<file path="config.mk">
export PLATFORM = sky130hd
export DESIGN_NAME = resdata_wr_arbiter
export DESIGN_NICKNAME = d
export VERILOG_FILES = /design/src/rtl/resdata_wr_arbiter_pkg.sv /design/src/rtl/resdata_wr_arbiter_rr_picker.sv /design/src/rtl/resdata_wr_arbiter.sv
export SDC_FILE = /design/constraint.sdc
export NUM_CORES = 1
export LEC_CHECK = 0
export ABC_AREA = 0
export BUFFER_PORTS_ARGS = -buffer_cell sky130_fd_sc_hd__buf_2
export CORE_AREA = 2 2 131 133
export CTS_CLUSTER_SIZE = 20
export DETAILED_ROUTE_END_ITERATION = 16
export DIE_AREA = 0 0 133 135
export MAX_ROUTING_LAYER = met4
export PLACE_DENSITY_LB_ADDON = 0.15
export SLEW_MARGIN = 0
export SYNTH_ARGS = -nofsm -noshare
export SYNTH_HDL_FRONTEND = slang
export SYNTH_SLANG_ARGS = --single-unit
</file>
<file path="constraint.sdc">
create_clock -name clk -period 2 [get_ports clk]
set_input_delay 0.2 -clock clk [delete_from_list [all_inputs] [get_ports clk]]
set_output_delay 0.2 -clock clk [all_outputs]
set_load 0.05 [all_outputs]
</file>
<file path="src/rtl/resdata_wr_arbiter_pkg.sv">
// ============================================================================
// Module : resdata_wr_arbiter_pkg
// Brief  : Shared types and sizing constants for the result-data write arbiter.
// Rev    : 1.0  initial release
// ============================================================================
`default_nettype none

package resdata_wr_arbiter_pkg;

    localparam int COMPUTING_GROUP_SIZE       = 4;
    localparam int FEATURE_BIT_SIZE           = 8;
    localparam int COMPUTING_UNIT_OUTPUT_SIZE = 4;

    localparam int RESDATA_ARB_NUM_REQ = 4;
    localparam int RESDATA_ARB_IDX_W   = $clog2(RESDATA_ARB_NUM_REQ);

    typedef enum logic [0:0] {
        IDLE  = 1'b0,
        BURST = 1'b1
    } arb_state_t;

    typedef logic [RESDATA_ARB_IDX_W-1:0] req_idx_t;

endpackage

`default_nettype wire

</file>
<file path="src/rtl/resdata_wr_arbiter_rr_picker.sv">
// ============================================================================
// Module : rr_picker
// Brief  : Combinational round-robin picker: first valid index at or after ptr.
// Rev    : 1.0  initial release
// ============================================================================
`default_nettype none

module rr_picker #(
    parameter int N  = 4,
    parameter int IW = $clog2(N)
) (
    input  logic [N-1:0]  valid_i,
    input  logic [IW-1:0] ptr_i,
    output logic [IW-1:0] idx_o,
    output logic          found_o
);

    logic [IW:0] cand;

    always_comb begin
        idx_o   = '0;
        found_o = 1'b0;
        cand    = '0;
        for (int k = 0; k < N; k++) begin
            // Candidate index ptr+k, wrapped without a modulo operator.
            cand = {1'b0, ptr_i} + (IW+1)'(k);
            if (cand >= (IW+1)'(N)) begin
                cand = cand - (IW+1)'(N);
            end
            if (!found_o && valid_i[cand[IW-1:0]]) begin
                found_o = 1'b1;
                idx_o   = cand[IW-1:0];
            end
        end
    end

endmodule

`default_nettype wire

</file>
<file path="src/rtl/resdata_wr_arbiter.sv">
// ============================================================================
// Module : resdata_wr_arbiter
// Brief  : Round-robin burst arbiter feeding the shared result-data FIFO.
//          Optional counters enabled by RESDATA_ARB_PERF_EN.
// Rev    : 1.0  initial release
// ============================================================================
`default_nettype none

module resdata_wr_arbiter
    import resdata_wr_arbiter_pkg::*;
#(
    parameter int NUM_REQ    = RESDATA_ARB_NUM_REQ,
    parameter int DATA_WIDTH = COMPUTING_GROUP_SIZE * FEATURE_BIT_SIZE,
    parameter int BURST_LEN  = COMPUTING_UNIT_OUTPUT_SIZE,
    parameter int CNT_WIDTH  = 32,
    localparam int IW        = $clog2(NUM_REQ),
    localparam int BW        = $clog2(BURST_LEN + 1)
) (
    input  logic                          clk,
    input  logic                          rst,
    input  logic [NUM_REQ-1:0]            req_valid,
    input  logic [NUM_REQ*DATA_WIDTH-1:0] req_data,
    input  logic [NUM_REQ-1:0]            req_last,
    output logic [NUM_REQ-1:0]            req_ready,
    output logic [DATA_WIDTH-1:0]         fifo_din,
    output logic                          fifo_wr_en,
    input  logic                          fifo_full,
    input  logic                          fifo_prog_full,
    input  logic                          fifo_wr_rst_busy,
    output logic [IW-1:0]                 grant_id,
    output logic                          busy,
    output logic [NUM_REQ*CNT_WIDTH-1:0]  perf_words,
    output logic [CNT_WIDTH-1:0]          perf_stall
);

    localparam logic [BW-1:0] LAST_BEAT = BW'(BURST_LEN - 1);
    localparam logic [IW-1:0] LAST_REQ  = IW'(NUM_REQ - 1);

    arb_state_t    state_q;
    logic [IW-1:0] grant_q;
    logic [IW-1:0] rr_ptr_q;
    logic [BW-1:0] beat_cnt_q;
    logic          busy_q;

    logic [IW-1:0] pick_idx;
    logic          pick_found;
    logic          own_valid;
    logic          own_last;
    logic          own_ready;

    rr_picker #(
        .N  (NUM_REQ),
        .IW (IW)
    ) u_picker (
        .valid_i (req_valid),
        .ptr_i   (rr_ptr_q),
        .idx_o   (pick_idx),
        .found_o (pick_found)
    );

    always_comb begin
        own_valid = 1'b0;
        own_last  = 1'b0;
        fifo_din  = '0;
        for (int i = 0; i < NUM_REQ; i++) begin
            if (grant_q == IW'(i)) begin
                own_valid = req_valid[i];
                own_last  = req_last[i];
                fifo_din  = req_data[i*DATA_WIDTH +: DATA_WIDTH];
            end
        end
        own_ready = (state_q == BURST) && !fifo_full && !fifo_wr_rst_busy;
        req_ready = '0;
        if (own_ready) begin
            req_ready[grant_q] = 1'b1;
        end
        fifo_wr_en = own_valid && own_ready;
    end

    always_ff @(posedge clk or negedge rst) begin
        if (!rst) begin
            state_q    <= IDLE;
            grant_q    <= '0;
            rr_ptr_q   <= '0;
            beat_cnt_q <= '0;
            busy_q     <= 1'b0;
        end else begin
            case (state_q)
                IDLE: begin
                    // prog_full only gates new grants, never an active burst.
                    if (pick_found && !fifo_prog_full && !fifo_wr_rst_busy) begin
                        state_q    <= BURST;
                        busy_q     <= 1'b1;
                        grant_q    <= pick_idx;
                        beat_cnt_q <= '0;
                    end
                end
                BURST: begin
                    if (fifo_wr_en) begin
                        if (own_last || (beat_cnt_q == LAST_BEAT)) begin
                            state_q  <= IDLE;
                            busy_q   <= 1'b0;
                            rr_ptr_q <= (grant_q == LAST_REQ) ? '0 : grant_q + 1'b1;
                        end else begin
                            beat_cnt_q <= beat_cnt_q + 1'b1;
                        end
                    end
                end
                default: begin
                    state_q <= IDLE;
                    busy_q  <= 1'b0;
                end
            endcase
        end
    end

    assign grant_id = grant_q;
    assign busy     = busy_q;

`ifdef RESDATA_ARB_PERF_EN
    logic [CNT_WIDTH-1:0] perf_words_q [NUM_REQ];
    logic [CNT_WIDTH-1:0] perf_stall_q;
    logic                 stall;

    assign stall = (state_q == BURST) && own_valid && !own_ready;

    always_ff @(posedge clk or negedge rst) begin
        if (!rst) begin
            for (int i = 0; i < NUM_REQ; i++) begin
                perf_words_q[i] <= '0;
            end
            perf_stall_q <= '0;
        end else begin
            for (int i = 0; i < NUM_REQ; i++) begin
                if (fifo_wr_en && (grant_q == IW'(i)) && (perf_words_q[i] != '1)) begin
                    perf_words_q[i] <= perf_words_q[i] + 1'b1;
                end
            end
            if (stall && (perf_stall_q != '1)) begin
                perf_stall_q <= perf_stall_q + 1'b1;
            end
        end
    end

    for (genvar gi = 0; gi < NUM_REQ; gi++) begin : g_perf_out
        assign perf_words[gi*CNT_WIDTH +: CNT_WIDTH] = perf_words_q[gi];
    end
    assign perf_stall = perf_stall_q;
`else
    assign perf_words = '0;
    assign perf_stall = '0;
`endif

endmodule

`default_nettype wire

</file>
== Word level (Yosys, flattened, before mapping) ==
Index checks and enable logic that the tools add are counted.

* Register bits: 9
* Bits of input ports: 141
* Word-level logic and storage cells: 102

* $add $sub $neg: 9
* Magnitude comparators: 10
* Eq/ne operators: 8
* Multiplexer cells: 48
* Bitwise gates (word level): 1
* Reduce and logical (&&, ||, !) cells: 21

{| class="wikitable"
|+ Operators by type and width
! cell !! count
|-
| 32-bit 2-to-1 mux || 4
|-
| 1-bit 2-to-1 mux || 23
|-
| 2-bit 2-to-1 mux || 9
|-
| 2-bit by 3-bit less-than comparator with 1-bit output (second input constant) || 5
|-
| 3-bit >= comparator (second input constant) || 3
|-
| 1-bit logical AND || 9
|-
| 3-bit 2-to-1 mux || 3
|-
| 3-bit AND reduction || 3
|-
| 1-bit binary-select mux with 2-bit select || 4
|-
| 2-bit by 1-bit subtractor with 2-bit output (second input constant) || 4
|-
| 2-bit by 2-bit adder with 3-bit output (second input constant) || 2
|-
| 1-bit zero test || 6
|-
| 2-bit != test (second input constant) || 3
|-
| 3-bit one-hot mux with 2 select lines || 1
|-
| 2-bit equality test (second input constant) || 2
|-
| 4-bit 2-to-1 mux || 1
|-
| 1-bit one-hot mux with 2 select lines || 2
|-
| 2-bit by 1-bit adder with 3-bit output (second input constant) || 1
|-
| 3-bit by 1-bit adder with 3-bit output (second input constant) || 1
|-
| 3-bit by 2-bit equality test with 1-bit output (second input constant) || 1
|-
| 2-bit by 3-bit >= comparator with 1-bit output (second input constant) || 1
|-
| 2-bit by 1-bit adder with 2-bit output (second input constant) || 1
|-
| 1-bit demux with 2-bit select || 1
|-
| 2-bit by 1-bit equality test with 1-bit output (second input constant) || 1
|-
| other kinds (6) || 6
|}

== Logic depth before layout (Yosys ltp) ==
* Depth in word-level cells: 18
* Mapped depth: 8

== Cells and area by module ==
From an unflattened synthesis, not the netlist that was laid out.

* Cells, all modules: 386
* Area, all modules: 2720.1 um^2

{| class="wikitable"
|+ Modules (own cells, without submodules)
! module !! instances !! cells an instance !! area each (um^2) !! sequential area each (um^2)
|-
| resdata_wr_arbiter || 1 || 371 || 2642.5 || 225.2
|-
| rr_picker || 1 || 15 || 77.6 || 0.0
|}

== Worst setup path before layout ==
Ideal clock, no wire load.

* Kind: reg-to-output
* Start point: register grant_q[0], in the netlist grant_id[0]
* End point: output port fifo_din[10]
* Arrival: 2460 ps
* Path slack: -660 ps
* Stages on the path, launching flop included: 8
* Path buffers: 2
* Cells stage by stage: dfrtp_1 -> ha_1 -> clkbuf_1 -> clkbuf_1 -> nand2_1 -> a21oi_1 -> a21oi_1 -> o21ai_1

* Cells in the longest elaborated chain, start to end: 5
* Elaborated cells between the ends (all ways): 8

{| class="wikitable"
|+ RTL lines
! what !! RTL line !! RTL
|-
| start, declared || resdata_wr_arbiter.sv:40 || <nowiki>logic [IW-1:0] grant_q;</nowiki>
|-
| start signal, assigned || resdata_wr_arbiter.sv:94 || <nowiki>grant_q <= pick_idx;</nowiki>
|-
| 2-bit zero test || resdata_wr_arbiter.sv:66 || <nowiki>if (grant_q == IW'(i)) begin</nowiki>
|-
| 32-bit 2-to-1 mux (3 in series) || resdata_wr_arbiter.sv:66 ||
|-
| 32-bit 2-to-1 mux * || resdata_wr_arbiter.sv:66 ||
|-
| end, declared || resdata_wr_arbiter.sv:25 || <nowiki>output logic [DATA_WIDTH-1:0] fifo_din,</nowiki>
|}

Every way passes the cells marked *; elsewhere a longest branch is shown, timed or not.

== Worst setup path in the final report ==
* Start point: register grant_q[1], in the netlist grant_id[1]
* End point: output port fifo_din[9]

Same word-level chain as after synthesis.

==> results.tsv <==
stage	metric	value	unit
floorplanning	die area	17960	sq um
place	dpl hpwl	8.455	mm
global_routing	Congestion Overflow GR	0	
global_routing	initial antenna violation count	5	
min_path	worst hold path endpoint	busy$_DFFE_PN0P_	
yosys	Synth area leaders	buf_4, a21oi_1, nand3b_1, nand2_1, dfrtp_1	
min_path	HP Start	fifo_prog_full	
yosys	Yosys top cell by area	buf_4	
yosys	synth warn	0	
outcome	status	complete, but fails checks	
place	I/O Buffers	180	
sta	max-slew violations	0	
floorplanning	initial core utilization	0.1797	
min_path	worst hold path class	primary input to register	
critical_path	FF-to-FF setup slack	0.11	ns
floorplanning	num rows	47	
sta	final worst-path cycle share	1.003	
place	post-place setup slack	0.07444	ns
clock_network	clk root buf	clkbuf_16	
cells_and_area	multi-input logic area	2628	sq um
detailed_routing	Avg Vias per Cell	3.754	
detailed_routing	DRT iter0 DRCs	83	
detailed_routing	Total Wirelength	10.93	mm
sta	clk_skew	0.001309	ns
yosys	post-synth top area share	0.4075	
place	Placement Cell Area	3973	sq um
clock_network	clk buf depth	2	
clock_network	H-tree depth	1	
global_routing	all-layer global routing usage	0.1097	
floorplanning	width of the die	133	um
power	worst vdd ir	0.0009018	V
job	Max-Cap Viols	0	
sta	f_max	498.4	MHz
critical_path	WP data required	1.80	ns
critical_path	Crit Reg-Reg Startpoint	grant_id[0]$_DFFE_PN0P_	
cells_and_area	Post-layout nets	767	
clock_network	Worst-Skew Late Latency	0.23	ns
yosys	Synth Instances	446	
sta	unrepaired setup endpoints after global routing	true	
yosys	post-synthesis sequential area ratio	0.07640	
sta	Setup-failing EPs final	1	
sta	setup TNS	-0.006609	ns
sta	worst setup margin	-0.006609	ns
cells_and_area	most frequent cells in the layout	conb_1, buf_2, nand2_1	
detailed_routing	total number of vias	3161	
critical_path	critical path startpoint category	register	
critical_path	Max FO, Critical Path	42	
place	global placement routability congestion	0.7383	
cells_and_area	register area	227.7	sq um
sta	final hold violation count	0	
clock_network	Reg clk slew, reported paths	0.04	ns
cells_and_area	layout cells sized above 1	0.4830	
outcome	failing checks	negative setup slack	
floorplanning	Die Y	135	um
floorplanning	core area	16410	sq um
critical_path	critical path launch point	grant_id[1]$_DFFE_PN0P_	
global_routing	largest net degree at the start of global routing	43	
detailed_routing	wire per inst	12.98	um
yosys	Yosys cell types	33	
global_routing	number of global-route vias before repair	2872	
critical_path	ordered cell list for the critical path	buf_4, ha_4, buf_12, a21oi_1, a21oi_2, o21ai_4, buf_6	
clock_network	CTS tree	built	
power	pwr/cell area	1814	nW/um^2
cells_and_area	synthesis-to-finish area growth	57.30	%
sta	hold_ws	0.2943	ns
critical_path	Crit Path Category	register to output pin	
detailed_routing	1st-pass router iterations	4	
detailed_routing	DRC	0	
min_path	Hold Path Cell Cnt	3	
sta	crit path time final	2.007	ns
cells_and_area	Design Area, Final	4637	sq um
clock_network	TritonCTS buffer count	3	
critical_path	Worst R2R Path Depth	7	
detailed_routing	Routed Antenna Nets	0	
floorplanning	Boundary Pins	341	
power	leak pwr	2.184	nW
critical_path	CP max stage cell	dfrtp_2	
cells_and_area	Post-Layout Cell Count	842	
critical_path	Reg-to-Reg End	rr_ptr_q[1]$_DFFE_PN0P_	
yosys	syn avg cell area	6.609	sq um
global_routing	global-route wire length before repair	15.30	mm
clock_network	CTS sink count	9	
cells_and_area	Fillers	1862	
critical_path	Critical Path AT	1.81	ns
yosys	Yosys reg bits	9	
critical_path	CP endpoint kind	output pin	
place	# placed instances	831	
critical_path	crit-path max cell delay	0.39	ns
yosys	Syn Std Cell Area	2948	sq um
cells_and_area	most common cell after layout, fill and taps aside	conb_1	
layout make-up:
| type | instances | share of cell area |
|---|---|---|
| diodes | 3 | 0.001619 |
| clock buffers | 4 | 0.01700 |
| multi-input cells | 404 | 0.5666 |
| repair buffers | 196 | 0.3014 |
| inverters | 6 | 0.004857 |
| flip-flops and latches | 9 | 0.04911 |
| well taps | 220 | 0.05936 |
cell usage after synthesis (all sizes together):
library cell,instances
nor4,2
clkbuf,24
a21oi,68
or3b,1
ha,6
and3,2
nor2b,1
dfrtp,9
o2bb2ai,1
buf,162
nand2,68
o211ai,1
nor3,1
or4,1
mux2,2
mux2i,4
and2,4
nand2b,1
inv,6
nor2,2
conb,1
nand3b,35
or2,1
o21ai,35
a2111oi,2
a221o,2
a21o,2
nor3b,1
o21a,1
flip-flops by register name, indices dropped and copies added (netlist names):
name / cells
beat_cnt_q: 3
busy: 1
grant_id: 2
rr_ptr_q: 2
state_q: 1
through the flow:
step | util | power (mW)
4_1_cts | 0.2699 | 8.022
2_1_floorplan | - | 5.680
6_report | 0.2826 | 8.413
3_5_place_dp | 0.2421 | 6.676
5_1_grt | 0.2826 | 8.909
3_3_place_gp | 0.2421 | 6.658
where the power goes:
part	total [mW]	internal (mW)	leakage, nW	switching (mW)
registers	0.349	0.270	0.107	0.0789
logic	7.71	2.84	2.04	4.88
clock network	0.353	0.267	0.0382	0.0868
total	8.41	3.37	2.18	5.04
cells by family after synthesis:
group / Yosys count / synth area share
mux: 6 / 0.02377
compound gates: 112 / 0.2110
buf+inv: 192 / 0.4482
simple gates: 120 / 0.2139
fa+ha+maj: 6 / 0.02547
flops: 9 / 0.07640
other cells: 1 / 0.001272
worst max-delay path by stage:
stage | to | cells past startpoint
3_5_place_dp | fifo_wr_en | 5
4_1_cts | fifo_din[17] | 8
3_3_place_gp | fifo_din[17] | 8
2_1_floorplan | rr_ptr_q[0]$_DFFE_PN0P_ | 7
6_report | fifo_din[9] | 7
5_1_grt | fifo_din[9] | 7
critical path, delay by kind of cell (launching register included):
| family | cells | cell delay [ns] |
|---|---|---|
| adder cells (fa/ha/maj) | 1 | 0.19 |
| buffers and inverters | 3 | 0.52 |
| AO/OA/AOI/OAI | 3 | 0.41 |
| flip-flops | 1 | 0.39 |
layer usage:
metal	up-vias	global-route usage	wire [um]
li1	1523	-	-
met1	1455	0.1250	4059
met2	183	0.2047	5971
met3	0	0.02252	901
met4	0	0.01075	0
met5	-	-	0
timing repair:
action                                  4_1_cts  5_1_grt
setup buffers                                 1        0
gates resized for setup                      85       50
endpoints found under the setup margin       33       38
cloned                                        2        0
pin swaps                                     3        4
hold buffers                                  1        0
endpoints found under the hold margin         9        0
No activity file was read; power rests on OpenSTA's default activity.
